**src/rtl/can_fd_pkg.sv**
```systemverilog
// Shared types and constants for the CAN FD transmit queue: frame-info word
// layout, DLC-to-length decode, host address map and head-lock states.
package can_fd_pkg;

  localparam int         MAX_WORDS_DEF = 18;
  localparam logic [7:0] WIN_BASE      = 8'h40;
  localparam logic [7:0] CMD_ADDR      = 8'h88;

  typedef struct packed {
    logic [22:0] rsvd;
    logic        esi;
    logic        brs;
    logic        fdf;
    logic        ide;
    logic        rtr;
    logic [3:0]  dlc;
  } frame_info_t;

  typedef enum logic {ST_IDLE = 1'b0, ST_LOCKED = 1'b1} lock_state_e;

  // Classic frames saturate at 8 bytes; FD frames step up to 64.
  function automatic logic [6:0] dlc_to_len(input frame_info_t fi);
    logic [6:0] len;
    if (fi.rtr)                len = 7'd0;
    else if (fi.dlc <= 4'd8)   len = {3'b000, fi.dlc};
    else if (!fi.fdf)          len = 7'd8;
    else begin
      case (fi.dlc)
        4'd9:    len = 7'd12;
        4'd10:   len = 7'd16;
        4'd11:   len = 7'd20;
        4'd12:   len = 7'd24;
        4'd13:   len = 7'd32;
        4'd14:   len = 7'd48;
        default: len = 7'd64;
      endcase
    end
    return len;
  endfunction

endpackage

```
**src/rtl/can_fd_tx_fifo_if.sv**
```systemverilog
// Host register window plus bit-stream-processor head access for the TX queue.
interface can_fd_tx_fifo_if #(parameter int DEPTH = 4) ();
  localparam int LW = $clog2(DEPTH + 1);

  logic          reset_mode;
  logic          we;
  logic [7:0]    addr;
  logic [31:0]   data_in;
  logic          transmit_buffer_status;
  logic          tx_fifo_full;
  logic          tx_fifo_empty;
  logic [LW-1:0] tx_fifo_level;
  logic          overflow;
  logic          tx_frame_valid;
  logic [31:0]   tx_frame_info;
  logic [6:0]    tx_data_len;
  logic [4:0]    tx_rd_idx;
  logic [31:0]   tx_rd_data;
  logic          tx_start;
  logic          tx_done;
  logic          tx_release;
  logic          tx_busy;

  modport master (
    output reset_mode, we, addr, data_in, tx_rd_idx, tx_start, tx_done, tx_release,
    input  transmit_buffer_status, tx_fifo_full, tx_fifo_empty, tx_fifo_level, overflow,
           tx_frame_valid, tx_frame_info, tx_data_len, tx_rd_data, tx_busy
  );

  modport slave (
    input  reset_mode, we, addr, data_in, tx_rd_idx, tx_start, tx_done, tx_release,
    output transmit_buffer_status, tx_fifo_full, tx_fifo_empty, tx_fifo_level, overflow,
           tx_frame_valid, tx_frame_info, tx_data_len, tx_rd_data, tx_busy
  );
endinterface

```
**src/rtl/can_tx_slot_ram.sv**
```systemverilog
// Frame slot storage: one sync write port, one sync read port with a reset
// output register, and a combinational tap of the head slot's info word.
module can_tx_slot_ram #(
  parameter int WORDS = 72,
  parameter int AW    = 7
) (
  input  logic          clk,
  input  logic          rst,
  input  logic          we,
  input  logic [AW-1:0] waddr,
  input  logic [31:0]   wdata,
  input  logic          rd_en,
  input  logic [AW-1:0] raddr,
  output logic [31:0]   rdata,
  input  logic [AW-1:0] tap_addr,
  output logic [31:0]   tap_data
);

  logic [31:0] mem [WORDS];

  always_ff @(posedge clk)
    if (we) mem[waddr] <= wdata;

  always_ff @(posedge clk or negedge rst)
    if (!rst) rdata <= '0;
    else      rdata <= rd_en ? mem[raddr] : '0;

  assign tap_data = mem[tap_addr];

endmodule

```
**src/rtl/can_fd_tx_fifo.sv**
```systemverilog
// DEPTH-slot CAN FD transmit queue with host staging window and head lock FSM.
// Define CAN_TX_FIFO_ABORT_EN to make command bit 1 flush unlocked slots.
module can_fd_tx_fifo
  import can_fd_pkg::*;
#(
  parameter int DEPTH     = 4,
  parameter int MAX_WORDS = MAX_WORDS_DEF
) (
  input logic             clk,
  input logic             rst,
  can_fd_tx_fifo_if.slave bus
);

  localparam int PW = $clog2(DEPTH);
  localparam int LW = $clog2(DEPTH + 1);
  localparam int AW = $clog2(DEPTH * MAX_WORDS);

  logic [PW-1:0] wr_ptr, rd_ptr, wr_nxt, rd_nxt;
  logic [LW-1:0] level, lvl_nxt;
  lock_state_e   state;
  logic          full_q, empty_q, status_q, valid_q, ovf_q, busy_q;

  logic          wr_gate, win_hit, cmd_wr, commit_req, commit_ok, abort, pop, keep, rd_en;
  logic [7:0]    win_off;
  logic [AW-1:0] waddr, raddr, tap_addr;
  logic [31:0]   tap_data;

  // Staging and commands are blocked while full so the head slot is never overwritten.
  assign wr_gate    = bus.we && !bus.reset_mode && !full_q;
  assign win_off    = bus.addr - WIN_BASE;
  assign win_hit    = wr_gate && (bus.addr >= WIN_BASE) && (bus.addr[1:0] == 2'b00) &&
                      (32'(win_off[7:2]) < MAX_WORDS);
  assign cmd_wr     = wr_gate && (bus.addr == CMD_ADDR);
  assign commit_req = bus.we && !bus.reset_mode && (bus.addr == CMD_ADDR) && bus.data_in[0];

`ifdef CAN_TX_FIFO_ABORT_EN
  assign abort = cmd_wr && bus.data_in[1];
`else
  assign abort = 1'b0;
`endif

  assign commit_ok = commit_req && !full_q && !abort;
  assign pop       = (state == ST_LOCKED) && bus.tx_done;
  assign keep      = (state == ST_LOCKED) && !bus.tx_done;

  always_comb begin
    rd_nxt  = rd_ptr + PW'(pop);
    wr_nxt  = wr_ptr + PW'(commit_ok);
    lvl_nxt = level + LW'(commit_ok) - LW'(pop);
    if (abort) begin
      wr_nxt  = rd_nxt + PW'(keep);
      lvl_nxt = LW'(keep);
    end
    if (bus.reset_mode) begin
      rd_nxt  = '0;
      wr_nxt  = '0;
      lvl_nxt = '0;
    end
  end

  always_ff @(posedge clk or negedge rst)
    if (!rst) begin
      wr_ptr   <= '0;
      rd_ptr   <= '0;
      level    <= '0;
      full_q   <= 1'b0;
      empty_q  <= 1'b1;
      status_q <= 1'b1;
      valid_q  <= 1'b0;
      ovf_q    <= 1'b0;
    end else begin
      wr_ptr   <= wr_nxt;
      rd_ptr   <= rd_nxt;
      level    <= lvl_nxt;
      full_q   <= (lvl_nxt == LW'(DEPTH));
      empty_q  <= (lvl_nxt == '0);
      status_q <= (lvl_nxt != LW'(DEPTH));
      valid_q  <= (lvl_nxt != '0);
      ovf_q    <= commit_req && full_q;
    end

  always_ff @(posedge clk or negedge rst)
    if (!rst) begin
      state  <= ST_IDLE;
      busy_q <= 1'b0;
    end else if (bus.reset_mode) begin
      state  <= ST_IDLE;
      busy_q <= 1'b0;
    end else begin
      case (state)
        ST_IDLE:
          if (bus.tx_start && valid_q) begin
            state  <= ST_LOCKED;
            busy_q <= 1'b1;
          end
        ST_LOCKED:
          if (bus.tx_done || bus.tx_release) begin
            state  <= ST_IDLE;
            busy_q <= 1'b0;
          end
        default: begin
          state  <= ST_IDLE;
          busy_q <= 1'b0;
        end
      endcase
    end

  assign rd_en    = 32'(bus.tx_rd_idx) < MAX_WORDS;
  assign waddr    = AW'(wr_ptr) * AW'(MAX_WORDS) + AW'(win_off[7:2]);
  assign raddr    = AW'(rd_ptr) * AW'(MAX_WORDS) + AW'(bus.tx_rd_idx);
  assign tap_addr = AW'(rd_ptr) * AW'(MAX_WORDS);

  can_tx_slot_ram #(.WORDS(DEPTH * MAX_WORDS), .AW(AW)) u_ram (
    .clk      (clk),
    .rst      (rst),
    .we       (win_hit),
    .waddr    (waddr),
    .wdata    (bus.data_in),
    .rd_en    (rd_en),
    .raddr    (raddr),
    .rdata    (bus.tx_rd_data),
    .tap_addr (tap_addr),
    .tap_data (tap_data)
  );

  // Slot storage is unreset, so the info tap is masked until a frame is committed.
  assign bus.tx_frame_info          = valid_q ? tap_data : 32'h0;
  assign bus.tx_data_len            = valid_q ? dlc_to_len(frame_info_t'(tap_data)) : 7'd0;
  assign bus.tx_frame_valid         = valid_q;
  assign bus.tx_fifo_full           = full_q;
  assign bus.tx_fifo_empty          = empty_q;
  assign bus.transmit_buffer_status = status_q;
  assign bus.tx_fifo_level          = level;
  assign bus.overflow               = ovf_q;
  assign bus.tx_busy                = busy_q;

endmodule

```
**src/flat_wrapper.sv**
```systemverilog
// flat-port wrapper written by rule: the top's interface ports become plain ports
module can_fd_tx_fifo_flat import can_fd_pkg::*;
#(
  parameter int DEPTH     = 4,
  parameter int MAX_WORDS = MAX_WORDS_DEF
)
  (clk, rst, bus_reset_mode, bus_we, bus_addr, bus_data_in, bus_tx_rd_idx, bus_tx_start, bus_tx_done, bus_tx_release, bus_transmit_buffer_status, bus_tx_fifo_full, bus_tx_fifo_empty, bus_tx_fifo_level, bus_overflow, bus_tx_frame_valid, bus_tx_frame_info, bus_tx_data_len, bus_tx_rd_data, bus_tx_busy);
  can_fd_tx_fifo_if #(.DEPTH(DEPTH)) bus_i ();
  input logic clk;
  input logic rst;
  input wire logic [$bits(bus_i.reset_mode)-1:0] bus_reset_mode;
  input wire logic [$bits(bus_i.we)-1:0] bus_we;
  input wire logic [$bits(bus_i.addr)-1:0] bus_addr;
  input wire logic [$bits(bus_i.data_in)-1:0] bus_data_in;
  input wire logic [$bits(bus_i.tx_rd_idx)-1:0] bus_tx_rd_idx;
  input wire logic [$bits(bus_i.tx_start)-1:0] bus_tx_start;
  input wire logic [$bits(bus_i.tx_done)-1:0] bus_tx_done;
  input wire logic [$bits(bus_i.tx_release)-1:0] bus_tx_release;
  output wire logic [$bits(bus_i.transmit_buffer_status)-1:0] bus_transmit_buffer_status;
  output wire logic [$bits(bus_i.tx_fifo_full)-1:0] bus_tx_fifo_full;
  output wire logic [$bits(bus_i.tx_fifo_empty)-1:0] bus_tx_fifo_empty;
  output wire logic [$bits(bus_i.tx_fifo_level)-1:0] bus_tx_fifo_level;
  output wire logic [$bits(bus_i.overflow)-1:0] bus_overflow;
  output wire logic [$bits(bus_i.tx_frame_valid)-1:0] bus_tx_frame_valid;
  output wire logic [$bits(bus_i.tx_frame_info)-1:0] bus_tx_frame_info;
  output wire logic [$bits(bus_i.tx_data_len)-1:0] bus_tx_data_len;
  output wire logic [$bits(bus_i.tx_rd_data)-1:0] bus_tx_rd_data;
  output wire logic [$bits(bus_i.tx_busy)-1:0] bus_tx_busy;
  assign bus_i.reset_mode = bus_reset_mode;
  assign bus_i.we = bus_we;
  assign bus_i.addr = bus_addr;
  assign bus_i.data_in = bus_data_in;
  assign bus_i.tx_rd_idx = bus_tx_rd_idx;
  assign bus_i.tx_start = bus_tx_start;
  assign bus_i.tx_done = bus_tx_done;
  assign bus_i.tx_release = bus_tx_release;
  assign bus_transmit_buffer_status = bus_i.transmit_buffer_status;
  assign bus_tx_fifo_full = bus_i.tx_fifo_full;
  assign bus_tx_fifo_empty = bus_i.tx_fifo_empty;
  assign bus_tx_fifo_level = bus_i.tx_fifo_level;
  assign bus_overflow = bus_i.overflow;
  assign bus_tx_frame_valid = bus_i.tx_frame_valid;
  assign bus_tx_frame_info = bus_i.tx_frame_info;
  assign bus_tx_data_len = bus_i.tx_data_len;
  assign bus_tx_rd_data = bus_i.tx_rd_data;
  assign bus_tx_busy = bus_i.tx_busy;
  can_fd_tx_fifo #(.DEPTH(DEPTH), .MAX_WORDS(MAX_WORDS)) u_core (.clk(clk), .rst(rst), .bus(bus_i));
endmodule
```
**config.mk**
```make
export PLATFORM = sky130hd
export DESIGN_NAME = can_fd_tx_fifo_flat
export DESIGN_NICKNAME = d
export VERILOG_FILES = /design/src/rtl/can_fd_pkg.sv /design/src/rtl/can_fd_tx_fifo_if.sv /design/src/rtl/can_tx_slot_ram.sv /design/src/rtl/can_fd_tx_fifo.sv /design/src/flat_wrapper.sv
export SDC_FILE = /design/constraint.sdc
export NUM_CORES = 2
export LEC_CHECK = 0
export CAP_MARGIN = 15
export CORE_UTILIZATION = 30
export CTS_CLUSTER_SIZE = 40
export DETAILED_ROUTE_END_ITERATION = 12
export GPL_ROUTABILITY_DRIVEN = 0
export SYNTH_ARGS = -nofsm -noshare
export SYNTH_HDL_FRONTEND = slang
export SYNTH_HIERARCHICAL = 1
export SYNTH_SLANG_ARGS = --single-unit
```
**constraint.sdc**
```tcl
create_clock -name clk -period 6.3 [get_ports clk]
set_clock_uncertainty 0.1 [all_clocks]
set_input_delay 0.63 -clock clk [delete_from_list [all_inputs] [get_ports clk]]
set_output_delay 0.63 -clock clk [all_outputs]
set_load 0.05 [all_outputs]
```
* Word level (Yosys, flattened, before mapping)
Memory sizes are Yosys's and may differ from the RTL's.
Cells that the tools add are included.
Widths: inputs -> output; s select.
** Word-level totals
- Flip-flop bits (word level) :: 46
- RAM bits :: 2304
- Bits of input ports :: 52
- Output and inout bits :: 80
- Logic and storage cells :: 75
- Memories kept :: 1
** Memories
- u_core.u_ram.mem :: depth 72, bits a word 32, read ports 2, clocked after memory_dff 0, wr ports 1, line can_tx_slot_ram.sv:19 : logic [31:0] mem [WORDS];
** Operators by class
- $add $sub $neg :: 7
- Multipliers :: 2
- $lt $le $gt $ge :: 4
- Equal/unequal tests :: 11
- Muxes and demuxes :: 20
- Bitwise operators :: 1
- Reductions and logical operators :: 18
** Operators by type and width (number)
- $mux 32 :: 2
- $pmux 7 s6 :: 1
- $mux 7 :: 4
- $eq 4x4->1 const B :: 6
- $mul 2x4->6 const B :: 2
- $logic_and 1x1->1 :: 11
- $eq 8x8->1 const B :: 1
- $ge 8x7->1 const B :: 1
- $mux 1 :: 8
- $sub 8x7->8 const B :: 1
- $add 7x5->7 :: 1
- $add 7x6->7 :: 1
- $lt 6x5->1 const B :: 1
- $ne 3x3->1 const B :: 2
- $lt 5x5->1 const B :: 1
- $add 2x1->2 :: 2
- $le 4x4->1 const B :: 1
- $mux 2 :: 2
- $pmux 1 s2 :: 2
- $add 3x1->3 :: 1
- $eq 3x3->1 const B :: 1
- $logic_not 3->1 :: 1
- $mux 3 :: 1
- $ne 3x2->1 const B :: 1
- 7 further kinds :: 8

* Longest topological paths before layout
- Depth in word-level cells :: 9
- Gate-level depth with buffers :: 14
- Mapped depth without buffers :: 13

* Cells and area by module
Netlist, hierarchy kept.
** By module, submodules not included
- can_tx_slot_ram :: instances 1, cells an instance 5315, area an instance 107978.6 um^2, sequential area each 69987.1 um^2
- can_fd_tx_fifo :: instances 1, cells an instance 156, area an instance 1318.8 um^2, sequential area each 352.8 um^2

* Least setup slack after synthesis
OpenSTA, ideal clock, no wires.
- Path type :: input -> register
- Start point :: input port bus_addr[6]
- End point :: memory u_core.u_ram.mem[10][0], enable pin
- Setup time :: 0.468 ns
- Arrival :: 4.513 ns
- Required time :: 5.732 ns
- Slack :: 1.219 ns
- Stages :: 9
- Path buffers :: 0
- Path through :: inv_1 -> ha_1 -> inv_1 -> ha_1 -> a21oi_1 -> nand2_1 -> nor2_1 -> nand3_1 -> nor3b_1
** On the way
- Elaborated cells on any way between the ends :: 9
- Classes of those cells :: 2 x add/sub; 2 x order compare; 2 x mux; 3 x reduce/logical
** RTL lines
- from (decl) :: line flat_wrapper.sv:13 : input wire logic [$bits(bus_i.addr)-1:0] bus_addr;
- $sub 8x7->8 :: line can_fd_tx_fifo.sv:30 : assign win_off = bus.addr - WIN_BASE;
- $add 7x6->7 :: line can_fd_tx_fifo.sv:109 : assign waddr = AW'(wr_ptr) * AW'(MAX_WORDS) + AW'(win_off[7:2]);
- net u_core.waddr[6] :: line can_fd_tx_fifo.sv:25 : logic [AW-1:0] waddr, raddr, tap_addr;
- to (decl) :: line can_tx_slot_ram.sv:19
The timed path passes the listed nets, and every way through them passes these cells.

* Worst setup path in the final report
- Start point :: register u_core.rd_ptr[1]
- End point :: output port bus_tx_data_len[2]
** On the way
- Word-level cells in the longest chain between the ends :: 8
- Elaborated cells on any way between the ends :: 14
- Classes of those cells :: 1 x mul; 1 x order compare; 6 x eq/ne; 5 x mux; 1 x memory
** RTL lines
- from (decl) :: line can_fd_tx_fifo.sv:18 : logic [PW-1:0] wr_ptr, rd_ptr, wr_nxt, rd_nxt;
- from (signal assigned) :: line can_fd_tx_fifo.sv:73 : rd_ptr <= rd_nxt;
- $mul 2x4->6 (*) :: line can_fd_tx_fifo.sv:111 : assign tap_addr = AW'(rd_ptr) * AW'(MAX_WORDS);
- $mem_v2 72x32 (*)
- net u_core.tap_data[0] :: line can_fd_tx_fifo.sv:26 : logic [31:0] tap_data;
- $eq 4x4->1 :: line can_fd_pkg.sv:28 : case (fi.dlc)
- $pmux 7 s6 :: line can_fd_pkg.sv:28
- $mux 7 :: line can_fd_pkg.sv:26 : else if (!fi.fdf) len = 7'd8;
- $mux 7 (*) :: line can_fd_pkg.sv:25 : else if (fi.dlc <= 4'd8) len = {3'b000, fi.dlc};
- $mux 7 (*) :: line can_fd_pkg.sv:24 : if (fi.rtr) len = 7'd0;
- $mux 7 (*) :: line can_fd_tx_fifo.sv:128 : assign bus.tx_data_len = valid_q ? dlc_to_len(frame_info_t'(tap_data)) : 7'd0;
- to (decl) :: line flat_wrapper.sv:26 : output wire logic [$bits(bus_i.tx_data_len)-1:0] bus_tx_data_len;
The timed path passes the listed nets; every way through them passes the cells marked *.

==> run_results.csv <==
group,metric,value,unit
cts,cts_resized,0,
finish,drive_gt1_share,33.9,%
floorplan,core,0.363,mm²
worst_setup_path,crit_path_end,"bus_tx_data_len[2]",
finish,final_cell_mix,"edfxtp_1 (2304), mux4_2 (1122), mux2i_1 (408)",
logic_synthesis,syn_area,0.109,mm²
outcome,violations,"slew limit",
job,drv_cap,0,
detailed_routing,drtIter0Drc,11300,
global_route,grt_max_degree,590,
timing,period_share,99.4,%
finish,final_area,0.126,mm²
logic_synthesis,synthDistinctLibCells,75,
detailed_routing,drt-total-wl,413000,µm
logic_synthesis,async_reset_ff_share,1.96,%
detailed_routing,met2WireLength,188000,µm
timing,setup_tns,0,ps
cts,cts-root-buf,"clkbuf_16",
global_route,grt_pass1_vias,64700,
finish,final_cells,10800,
worst_setup_path,worst-endpoint-arrival,5530,ps
min_path,hp-class,"in2reg",
worst_setup_path,cp-end-kind,"output pin",
logic_synthesis,yosys_warnings,6,
worst_setup_path,reg2reg_from,"u_core/rd_ptr[0]",
worst_setup_path,required,5570,ps
detailed_routing,wl_met3,49500,µm
finish,fillers,33400,
detailed_routing,dr.pass1.iters,8,
timing,finalHoldViolations,0,
placed_design,port_buffers,131,
timing,fin_crit,6260,ps
finish,nets,5840,
logic_synthesis,ys.flop_type,"edfxtp_1",
detailed_routing,top_layer,"met5",
cts,htree_levels,4,
cts,ctsHoldBuffers,1,
placed_design,dp.cells,10300,
finish,multi_input_area,0.0371,mm²
worst_setup_path,r2r_cells,11,
finish,areaGrowthSynthToFinish,15.6,%
finish,final_common_cell,"edfxtp_1",
detailed_routing,vias,65600,
detailed_routing,postRouteAntennaNets,0,
cts,cts_buffers,237,
pwr,ir_drop,242,µV
logic_synthesis,synth_cells,5471,
outcome,outcome,"complete, but fails checks",
global_route,grt_pass1_wl,559000,µm
logic_synthesis,synth_edf_count,2304,
global_route,grt_overflow_total,0,
floorplan,die_area,0.367,mm²
pwr,power_density,271,mW/mm²
worst_setup_path,critPathKind,"reg2out",
placed_design,place_hpwl,249000,µm
placed_design,placed_cell_area,0.118,mm²
floorplan,initial_core_util,30.2,%
timing,max-slew-margin-rel,-343,%
worst_setup_path,critPathLaunchType,"flip-flop",
detailed_routing,routedWlPerCell,38.3,µm
timing,tightest_slew,6640,ps
floorplan,placementRows,221,
pwr,leakagePower,38.7,nW
timing,maxClockFrequency,160,MHz
min_path,hp-start,"bus_data_in[27]",
timing,final_max_slew_viol_count,387,
cts,clk_pin_slew,60,ps
logic_synthesis,syn_area_per_cell,20.0,µm²
floorplan,die_h,606,µm
timing,setup_violations,0,
worst_setup_path,rrSetupSlack,970,ps
floorplan,die_x,606,µm
cts,clk_path_buf_depth,3,
detailed_routing,via_per_inst,6.07,
finish,register_area,0.0703,mm²
cts,cts_sinks,2350,
logic_synthesis,synth_seq_cells,2350,
detailed_routing,drcViolationCount,0,
logic_synthesis,yosysSeqAreaShare,64.4,%
timing,rsz0062_at_grt,"false",
cts,insertion_delay,930,ps
global_route,grt.total_usage,22.2,%
cts,post_cts_buffers,0,
worst_setup_path,worstReg2RegEnd,"u_core/u_ram/rdata[28]",
floorplan,io_pins,132,
detailed_routing,drt-met1-wl,150000,µm
worst_setup_path,cp_max_fo,33,
cts,cts_tree,"done",
global_route,antenna_found_initial,52,
worst_setup_path,crit_path_start,"u_core/rd_ptr[1]",
==> how the worst min path moves through the flow <==
stage                          endpoint  slack (ps)  cells past startpoint
3_3_place_gp         u_core/bus.tx_busy         420                      2
4_1_cts                    u_core/state         170                      3
2_1_floorplan       u_core/bus.overflow         230                      0
5_1_grt        u_core/u_ram/mem[34][27]        -0.7                      1
3_5_place_dp               u_core/state         450                      2
6_report       u_core/u_ram/mem[34][27]          20                      1
==> sequential cells by signal (all words and copies together), names as in the netlist <==
| name | flops |
|---|---|
| u_core/bus.tx_fifo_level | 3 |
| u_core/u_ram/mem | 2304 |
| u_core/bus.tx_fifo_full | 1 |
| u_core/bus.tx_fifo_empty | 1 |
| u_core/state | 1 |
| u_core/bus.transmit_buffer_status | 1 |
| u_core/bus.tx_frame_valid | 1 |
| u_core/bus.overflow | 1 |
| u_core/bus.tx_busy | 1 |
| u_core/wr_ptr | 2 |
| u_core/u_ram/rdata | 32 |
| u_core/rd_ptr | 2 |
==> synthesized netlist by cell type, types with 38 or more instances <==
cell | n | area [µm²]
a21oi_1 | 67 | 335
a22oi_1 | 128 | 961
and2_1 | 38 | 238
buf_2 | 143 | 716
buf_4 | 62 | 465
buf_6 | 50 | 563
clkbuf_1 | 115 | 432
dfrtp_1 | 44 | 1100
edfxtp_1 | 2304 | 69200
mux2_2 | 48 | 541
mux2i_1 | 408 | 4080
mux4_2 | 1122 | 25300
nand2_1 | 205 | 769
nand3_1 | 92 | 460
nor2_1 | 143 | 537
o211ai_1 | 39 | 293
o22ai_1 | 49 | 307
==> routing by layer <==
| layer | track usage [%] | vias to the layer above |
|---|---|---|
| met1 | 28.9 | 35200 |
| li1 | - | 24300 |
| met3 | 5.29 | 1063 |
| met2 | 34.4 | 5007 |
| met5 | 0 | - |
| met4 | 11.8 | 34 |
==> through the flow <==
step | setup WS, ps | total power, mW | util (%) | hold WS [ps]
after global placement | 1030 | 19.7 | 32.5 | 419
after floorplan | 1220 | 18.8 | - | 234
after detailed placement | 1100 | 19.7 | 32.5 | 447
after global routing | 52.1 | 34.9 | 34.8 | -0.657
final | 38.0 | 34.2 | 34.9 | 17.0
after CTS | 97.4 | 34.2 | 34.7 | 170
==> logic make-up after synthesis <==
| kind of cell | Yosys count | synth area share, % |
|---|---|---|
| AOI/OAI and AO/OA | 456 | 2.92 |
| xor gates and xnor gates | 10 | 0.0927 |
| adders and majority gates | 17 | 0.215 |
| buffers and inverters | 437 | 2.31 |
| DFF | 2350 | 64.4 |
| muxes | 1582 | 27.4 |
| other | 1 | 0.00343 |
| and+or+nand+nor | 618 | 2.65 |
==> layout make-up <==
| class | count | area share [%] |
|---|---|---|
| antenna | 24 | 0.0475 |
| multi-input combinational | 2689 | 29.4 |
| sequential | 2350 | 55.7 |
| tap | 4794 | 4.75 |
| inverter | 26 | 0.0891 |
| clock inverter | 166 | 1.50 |
| timing repair buffer | 467 | 3.66 |
| clock buffer | 284 | 4.91 |
==> power breakdown <==
part / switching, mW / internal, mW
clock network: 6.39 / 8.31
logic: 1.39 / 0.857
registers: 0.0546 / 17.2
==> critical path: stages (launching register included) <==
cell and delay (ps):
dfrtp_4 750, and2_1 720, a22oi_1 440, a22oi_1 160, o2111a_1 380, a211oi_1 580
buf_4 290, inv_1 80, o31a_1 270, nor2_1 80, clkdlybuf4s50_1 800
Note: power is estimated with default switching activity, not from simulation.
